## src/rtl/id_stage_ctrl.sv

```systemverilog
// id_stage_ctrl: decode-stage sequencer with opcode classification, immediate build and a two-entry skid buffer
module id_stage_ctrl #(
  parameter int XLEN  = 64,
  parameter int CNT_W = 32
) (
  input  logic             clk,
  input  logic             rst_n,
  input  logic             flush,
  input  logic             in_valid,
  output logic             in_ready,
  input  logic [31:0]      in_instr,
  input  logic [XLEN-1:0]  in_pc,
  output logic             out_valid,
  input  logic             out_ready,
  output logic [31:0]      out_instr,
  output logic [XLEN-1:0]  out_pc,
  output logic [2:0]       out_extop,
  output logic [XLEN-1:0]  out_imm,
  output logic             out_illegal,
  output logic [CNT_W-1:0] stall_cnt
);
  // state bits are {main_valid, skid_valid}, so outputs come straight from flops
  typedef enum logic [1:0] {EMPTY = 2'b00, ONE = 2'b10, FULL = 2'b11} state_t;
  typedef struct packed {
    logic [31:0]     instr;
    logic [XLEN-1:0] pc;
    logic [2:0]      extop;
    logic [XLEN-1:0] imm;
    logic            illegal;
  } pkt_t;
  state_t          r_state, w_next;
  pkt_t            r_main, r_skid, w_dec;
  logic [CNT_W-1:0] r_stall;
  logic            w_acc, w_cons, w_load_in, w_to_skid, w_load_skid;
  assign in_ready    = ~r_state[0];
  assign out_valid   = r_state[1];
  assign w_acc       = in_valid & in_ready & ~flush;
  assign w_cons      = out_valid & out_ready;
  assign w_load_in   = w_acc & ((r_state == EMPTY) | ((r_state == ONE) & w_cons));
  assign w_to_skid   = w_acc & (r_state == ONE) & ~w_cons;
  assign w_load_skid = w_cons & (r_state == FULL);
  assign {out_instr, out_pc, out_extop, out_imm, out_illegal} = r_main;
  assign stall_cnt   = r_stall;
  // classify the incoming opcode and build its sign-extended immediate
  always_comb begin
    w_dec       = '0;
    w_dec.instr = in_instr;
    w_dec.pc    = in_pc;
    w_dec.extop = 3'b111;
    case (in_instr[6:0])
      7'b0000011, 7'b0010011, 7'b0011011, 7'b1100111, 7'b1110011, 7'b0001111: begin
        w_dec.extop = 3'b000;
        w_dec.imm   = {{(XLEN-12){in_instr[31]}}, in_instr[31:20]};
      end
      7'b0110111, 7'b0010111: begin
        w_dec.extop = 3'b001;
        w_dec.imm   = {{(XLEN-32){in_instr[31]}}, in_instr[31:12], 12'b0};
      end
      7'b0100011: begin
        w_dec.extop = 3'b010;
        w_dec.imm   = {{(XLEN-12){in_instr[31]}}, in_instr[31:25], in_instr[11:7]};
      end
      7'b1100011: begin
        w_dec.extop = 3'b011;
        w_dec.imm   = {{(XLEN-13){in_instr[31]}}, in_instr[31], in_instr[7], in_instr[30:25], in_instr[11:8], 1'b0};
      end
      7'b1101111: begin
        w_dec.extop = 3'b100;
        w_dec.imm   = {{(XLEN-21){in_instr[31]}}, in_instr[31], in_instr[19:12], in_instr[20], in_instr[30:21], 1'b0};
      end
      7'b0110011, 7'b0111011: w_dec.extop = 3'b101;
      default: ;
    endcase
    w_dec.illegal = (w_dec.extop == 3'b111);
  end
  // occupancy transitions; flush overrides everything
  always_comb begin
    w_next = r_state;
    case (r_state)
      EMPTY:   w_next = w_acc ? ONE : EMPTY;
      ONE:     w_next = (w_acc & ~w_cons) ? FULL : (~w_acc & w_cons) ? EMPTY : ONE;
      FULL:    w_next = w_cons ? ONE : FULL;
      default: w_next = EMPTY;
    endcase
    if (flush) w_next = EMPTY;
  end
  // state register
  always_ff @(posedge clk or negedge rst_n) begin
    if (!rst_n) r_state <= EMPTY;
    else        r_state <= w_next;
  end
  // packet registers: main takes the new word or the skid entry, skid catches overflow
  always_ff @(posedge clk or negedge rst_n) begin
    if (!rst_n) begin
      r_main <= '0;
      r_skid <= '0;
    end else begin
      if (w_load_in)        r_main <= w_dec;
      else if (w_load_skid) r_main <= r_skid;
      if (w_to_skid)        r_skid <= w_dec;
    end
  end
  // count cycles the held packet is refused by EX; wraps naturally
  always_ff @(posedge clk or negedge rst_n) begin
    if (!rst_n) r_stall <= '0;
    else        r_stall <= r_stall + CNT_W'(out_valid & ~out_ready);
  end
endmodule

```

## config.mk

```make
export PLATFORM = sky130hd
export DESIGN_NAME = id_stage_ctrl
export DESIGN_NICKNAME = d
export VERILOG_FILES = /design/src/rtl/id_stage_ctrl.sv
export SDC_FILE = /design/constraint.sdc
export NUM_CORES = 1
export LEC_CHECK = 0
export CAP_MARGIN = 20
export CORE_UTILIZATION = 45
export DETAILED_ROUTE_END_ITERATION = 10
export GPL_TIMING_DRIVEN = 0
export PLACE_DENSITY = 0.78
export SETUP_SLACK_MARGIN = 0.02
export SLEW_MARGIN = 10
export SYNTH_ARGS = -nofsm -noshare
export SYNTH_HDL_FRONTEND = slang
export SYNTH_SLANG_ARGS = --single-unit
```

## constraint.sdc

```tcl
create_clock -name clk -period 2.1 [get_ports clk]
set_input_delay 0.315 -clock clk [delete_from_list [all_inputs] [get_ports clk]]
set_output_delay 0.315 -clock clk [all_outputs]
set_load 0.01 [all_outputs]
```

# [Word-level counts from Yosys, hierarchy flattened]
# Index checks and enable logic that the tools add are counted.
[op_classes] n_mux=10 add_sub_neg=1 n_eq_ne=16 n_bitwise=17 reduce_logical=5
[ops] op="164-bit two-way mux" n=2
[ops] op="64-bit one-hot mux with 5 select lines" n=1
[ops] op="32-bit adder" n=1
[ops] op="1-bit by 32-bit bitwise AND with 32-bit output" n=1
[ops] op="1-bit inverter with 32-bit output" n=1
[ops] op="7-bit by 6-bit equality test with 1-bit output, second input constant" n=4
[ops] op="7-bit equality test, second input constant" n=4
[ops] op="7-bit by 5-bit equality test with 1-bit output, second input constant" n=3
[ops] op="3-bit one-hot mux with 6 select lines" n=1
[ops] op="1-bit bitwise AND" n=10
[ops] op="2-bit two-way mux" n=4
[ops] op="7-bit by 2-bit equality test with 1-bit output, second input constant" n=1
[ops] op="7-bit by 4-bit equality test with 1-bit output, second input constant" n=1
[ops] op="2-bit one-hot mux with 3 select lines" n=1
[ops] op="6-bit OR reduction" n=1
[ops] op="2-bit equality test, second input constant" n=2
[ops] op="1-bit inverter" n=4
[ops] op="2-bit OR reduction" n=2
[ops] op="3-bit equality test, second input constant" n=1
[ops] op="2-bit zero test" n=1
[ops] op="2-bit nonzero test" n=1
[ops] op="1-bit two-way mux" n=1
[ops] op="1-bit bitwise OR" n=1
[word_totals] inputBits=101 word_cells=61 reg_bits=362 out_inout_bits=198

# [Longest topological paths before layout]
[depth] depth_word=9 mapped_depth=10 ltp_nobuf=9

# [Least setup slack after synthesis]
# No wires, ideal clock.
[synth_timing] kind="register -> register" from="register r_state[1]" to="register r_stall[25], in the netlist stall_cnt[25]" period_less_slack_ps=2039 path_stages_with_launch=11 arrival_time_ps=1914 setup_slack_ps=61 setup_ps=125 required_time_ps=1975 cell_sequence="dfrtp_1 -> nand2b_1 -> inv_1 -> ha_1 -> and4_1 -> clkbuf_1 -> and4_1 -> and3_1 -> buf_2 -> nand3_1 -> xnor2_1"
[synth_via] elab_chain_cells=2
[synth_rtl] item="start, declared" line="31" source="state_t r_state, w_next;"
[synth_rtl] item="start signal, assigned" line="90" source="else r_state <= w_next;"
[synth_rtl] item="1-bit by 32-bit bitwise AND with 32-bit output" line="106" source="else r_stall <= r_stall + CNT_W'(out_valid & ~out_ready);"
[synth_rtl] item="32-bit adder" line="106"
[synth_rtl] item="end signal, assigned" line="106"
[synth_rtl] item="end, declared" line="33" source="logic [CNT_W-1:0] r_stall;"
# Every way passes these cells.
# A chain may end at the register's enable or synchronous reset.

# [Worst setup path in the final report]
[layout_timing] from="input in_instr[3]" to="register r_skid[20] (netlist name)"
[layout_via] elab_chain_cells=3 elab_cells_between_ends=14 classes_between="eq/ne: 11; mux: 1; reduce/logical: 2"
[layout_rtl] item="start, declared" line="11" source="input logic [31:0] in_instr,"
[layout_rtl] item="7-bit by 2-bit equality test with 1-bit output (tied with other cells)" line="50" source="case (in_instr[6:0])"
[layout_rtl] item="6-bit OR reduction or 2-bit OR reduction (tied branches)" line="50"
[layout_rtl] item="64-bit one-hot mux with 5 select lines (*)" line="50"
[layout_rtl] item="end signal, assigned" line="100" source="if (w_to_skid) r_skid <= w_dec;"
[layout_rtl] item="end, declared" line="32" source="pkt_t r_main, r_skid, w_dec;"
# Every way passes the cells marked *; elsewhere a longest branch is shown, timed or not.

==> impl_metrics.yaml <==
run_status:
  outcome: "complete, no violations"
power_and_ir_drop:
  switching_share_pct: 26.45
  switching_power_w: 0.004213
  clock_power_share_pct: 37.1
  seq_power_share_pct: 45.5
  p_int_w: 0.01172
  comb_power_share_pct: 17.3
  power_density_nw_per_um2: 915.5
  vdd_drop_max_mv: 0.6228
  power.leakage_nw: 8.615
clocking:
  path_clk_slew_ps: 60
  cts_sinks: 298
  root_buffer: "clkbuf_16"
  clk_path_buf_depth: 3
  clk_latency_ps: 530
  htree_levels: 2
  tritoncts.num_buffers: 34
  cts_tree: "built"
synth:
  yosysTopAreaCell: "dfrtp_1"
  syn_inst: 1252
  async_reset_ff_share_pct: 100.0
  synth_area_leaders: "dfrtp_1, nand2_1, a222oi_1, inv_1, buf_4"
  synth-edff-count: 0
  synth_cell_types: 49
  ys_ff_latch: 298
  synth_flop_cell: "dfrtp_1"
  syn_area_um2: 12580
  avgSynthCellArea_um2: 10.05
  synth_seq_area_share_pct: 59.27
  synth_nets: 1355
  yosys_warnings: 0
  yosysTopAreaCellShare_pct: 59.27
place:
  gp_congestion: 0.9007
  dp_slack_ps: -692.9
  dp_hpwl_um: 26180
  portBuffers: 297
grt:
  grt_pass1_vias: 10700
  antenna_found_initial: 0
  grt_util_all_layers_pct: 25.90
  grt_pass1_wl_um: 58080
  gr-total-overflow: 0
  grt_max_degree: 105
route:
  drt-met1-wl_um: 15670
  postRouteWirelength_um: 37550
  avgRoutedWirePerCell_um: 18.91
  drt_iter0_markers: 1355
  firstDrtPassIters: 10
  route.met3.wl_um: 3156
  dr_wl_met2_um: 17460
  drt.antenna.violating_nets: 0
  drcViolationCount: 0
  vias: 11018
  maxUsedRoutingLayer: "met4"
  vias_per_cell: 5.548
timing:
  worstMarginPinSlew_ps: 740.5
  fin_worst_skew_ps: 34.11
  maxSlewViolCount: 0
  setup_ws_ps: 53.35
  final-hold-violation-count: 0
  grt_setup_unrepaired: "yes"
  slew_headroom_pct: 50.63
  min_period_over_period_pct: 97.46
  setup_viol: 0
  min_period_ps: 2047
  fmax_ghz: 0.4886
die:
  start_util_pct: 46.30
  die_area_um2: 28630
  pin_count: 299
  dieWidth_um: 169.2
  core_um2: 27180
  fp-row-count: 60
  die_h_um: 169.2
worst_setup_path:
  crit_type: "primary input to flop"
  rr_startpoint: "r_state[0]"
  reg2reg_depth: 7
  crit_path_end_kind: "flop"
  cp.arrival_ps: 2450
  reg2reg_slack_ps: 120
  r2r_end: "out_instr[9]"
  cp_data_required_time_ps: 2500
  cp-start-kind: "primary input"
  cp_max_fo: 10
run:
  max_cap_viol_count: 0
cells_and_area:
  drive_gt1_share_pct: 10.59
  area_delta_synth_final_pct: 38.29
  utilization_pct: 64.02
  diodes: 0
  fin_nets: 1699
worst_hold_path:
  hp-start: "in_pc[6]"
  whs_endpoint: "r_skid[74]"
  min_path_type: "primary input to flop"
  min_path_cells: 3
## worst max-delay path by stage
stage	from	to	slack, ps	cells after the start
final	in_instr[3]	r_skid[20]	50	7
after global placement	rst_n	out_instr[15]	-11880	1
after CTS	out_imm[62]	out_imm[44]	20	3
after global routing	r_state[0]	out_imm[28]	10	6
after floorplan	r_state[1]	stall_cnt[25]	60	10
after detailed placement	out_ready	stall_cnt[25]	-690	11
## cells in the final DEF, fill, tap and decap left out, types with 24 or more instances in the layout
master	instances
o21ai_0	44
buf_2	30
clkbuf_16	34
a22oi_1	32
nand2_1	386
nor2_1	28
inv_1	79
buf_4	44
dfrtp_1	295
xnor2_1	24
clkbuf_1	27
clkdlybuf4s50_1	264
a222oi_1	84
## per-layer routing
| metal | global-route usage (%) | up-vias |
|---|---|---|
| met3 | 5.317 | 83 |
| li1 | - | 4966 |
| met5 | 0 | - |
| met4 | 9.675 | 0 |
| met1 | 35.07 | 5406 |
| met2 | 41.28 | 563 |
## registers in the layout, indices dropped and copies added (netlist names)
signal       flops
out_imm         32
out_instr       32
r_skid         132
out_extop        3
out_pc          64
stall_cnt       32
out_illegal      1
r_state          2
## power groups by stage
stage                     Sequential [W]  Clock [W]  Combinational [W]
final                            0.00725    0.00592            0.00276
after global routing             0.00735    0.00621            0.00303
after CTS                        0.00723    0.00602            0.00278
after detailed placement         0.00732          0            0.00274
after global placement           0.00730          0            0.00265
after floorplan                  0.00737          0            0.00105
## cells by family after synthesis
logic type / count (synthesis) / share of synthesized area, %
muxes: 10 / 0.7956
adders and majority gates: 2 / 0.1989
DFF: 298 / 59.27
AOI/OAI and AO/OA: 221 / 13.89
xor gates and xnor gates: 30 / 2.088
and+or+nand+nor: 498 / 16.44
buffers and inverters: 193 / 7.319
## Yosys cell counts, types with 3 or more instances
cell type	count
a21oi_1	17
a221o_1	9
a221oi_1	4
a222oi_1	84
a22oi_1	32
a31oi_1	5
a32oi_1	6
and2_1	5
and3_1	13
and4_1	4
buf_1	12
buf_2	33
buf_4	33
buf_6	4
clkbuf_1	30
dfrtp_1	298
inv_1	80
mux2i_1	10
nand2_1	389
nand2b_1	3
nand3_1	20
nand4_1	6
nor2_1	30
nor2b_1	4
nor3_1	11
o211ai_1	9
o21ai_0	44
xnor2_1	24
xor2_1	6
## through the flow
| stage | total power, W | cells | setup TNS (ps) | cell area, um^2 | hold slack (ps) |
|---|---|---|---|---|---|
| global route | 0.01659 | 1986 | 0 | 17400 | 352.9 |
| CTS | 0.01602 | 1982 | 0 | 17270 | 347.8 |
| detailed placement | 0.01006 | 1923 | -127850 | 16080 | 395.4 |
| finish | 0.01593 | 1986 | 0 | 17400 | 363.0 |
| floorplan | 0.008414 | 1252 | 0 | 12580 | 19.41 |
| global placement | 0.009950 | 1921 | -3656660 | 16020 | 457.2 |
## final cells by class
| class | count | area [um^2] |
|---|---|---|
| plain buffers | 112 | 643.1 |
| clock buffers | 44 | 928.4 |
| clock inverters | 10 | 175.2 |
| fillers | 2163 | 9777 |
| inverters | 80 | 300.3 |
| multi-input cells | 761 | 4275 |
| flip-flops and latches | 298 | 7463 |
| well taps | 372 | 465.4 |
| repair buffers | 309 | 3148 |
## repair_timing
action / in CTS / in global routing
setup buffers: 5 / 4
setup endpoints to repair: 230 / 158
pin swaps: 0 / 4
hold buffers: 1 / 0
gates resized for setup: 36 / 42
hold endpoints to repair: 94 / 0
## critical path, cell delays in order
cell and delay [ps]:
clkdlybuf4s50_1 510, buf_2 240, nand2b_1 310, nor2_4 130, a21oi_2 470, nor2_4 150, a221o_1 330
No activity file was read; power rests on OpenSTA's default activity.
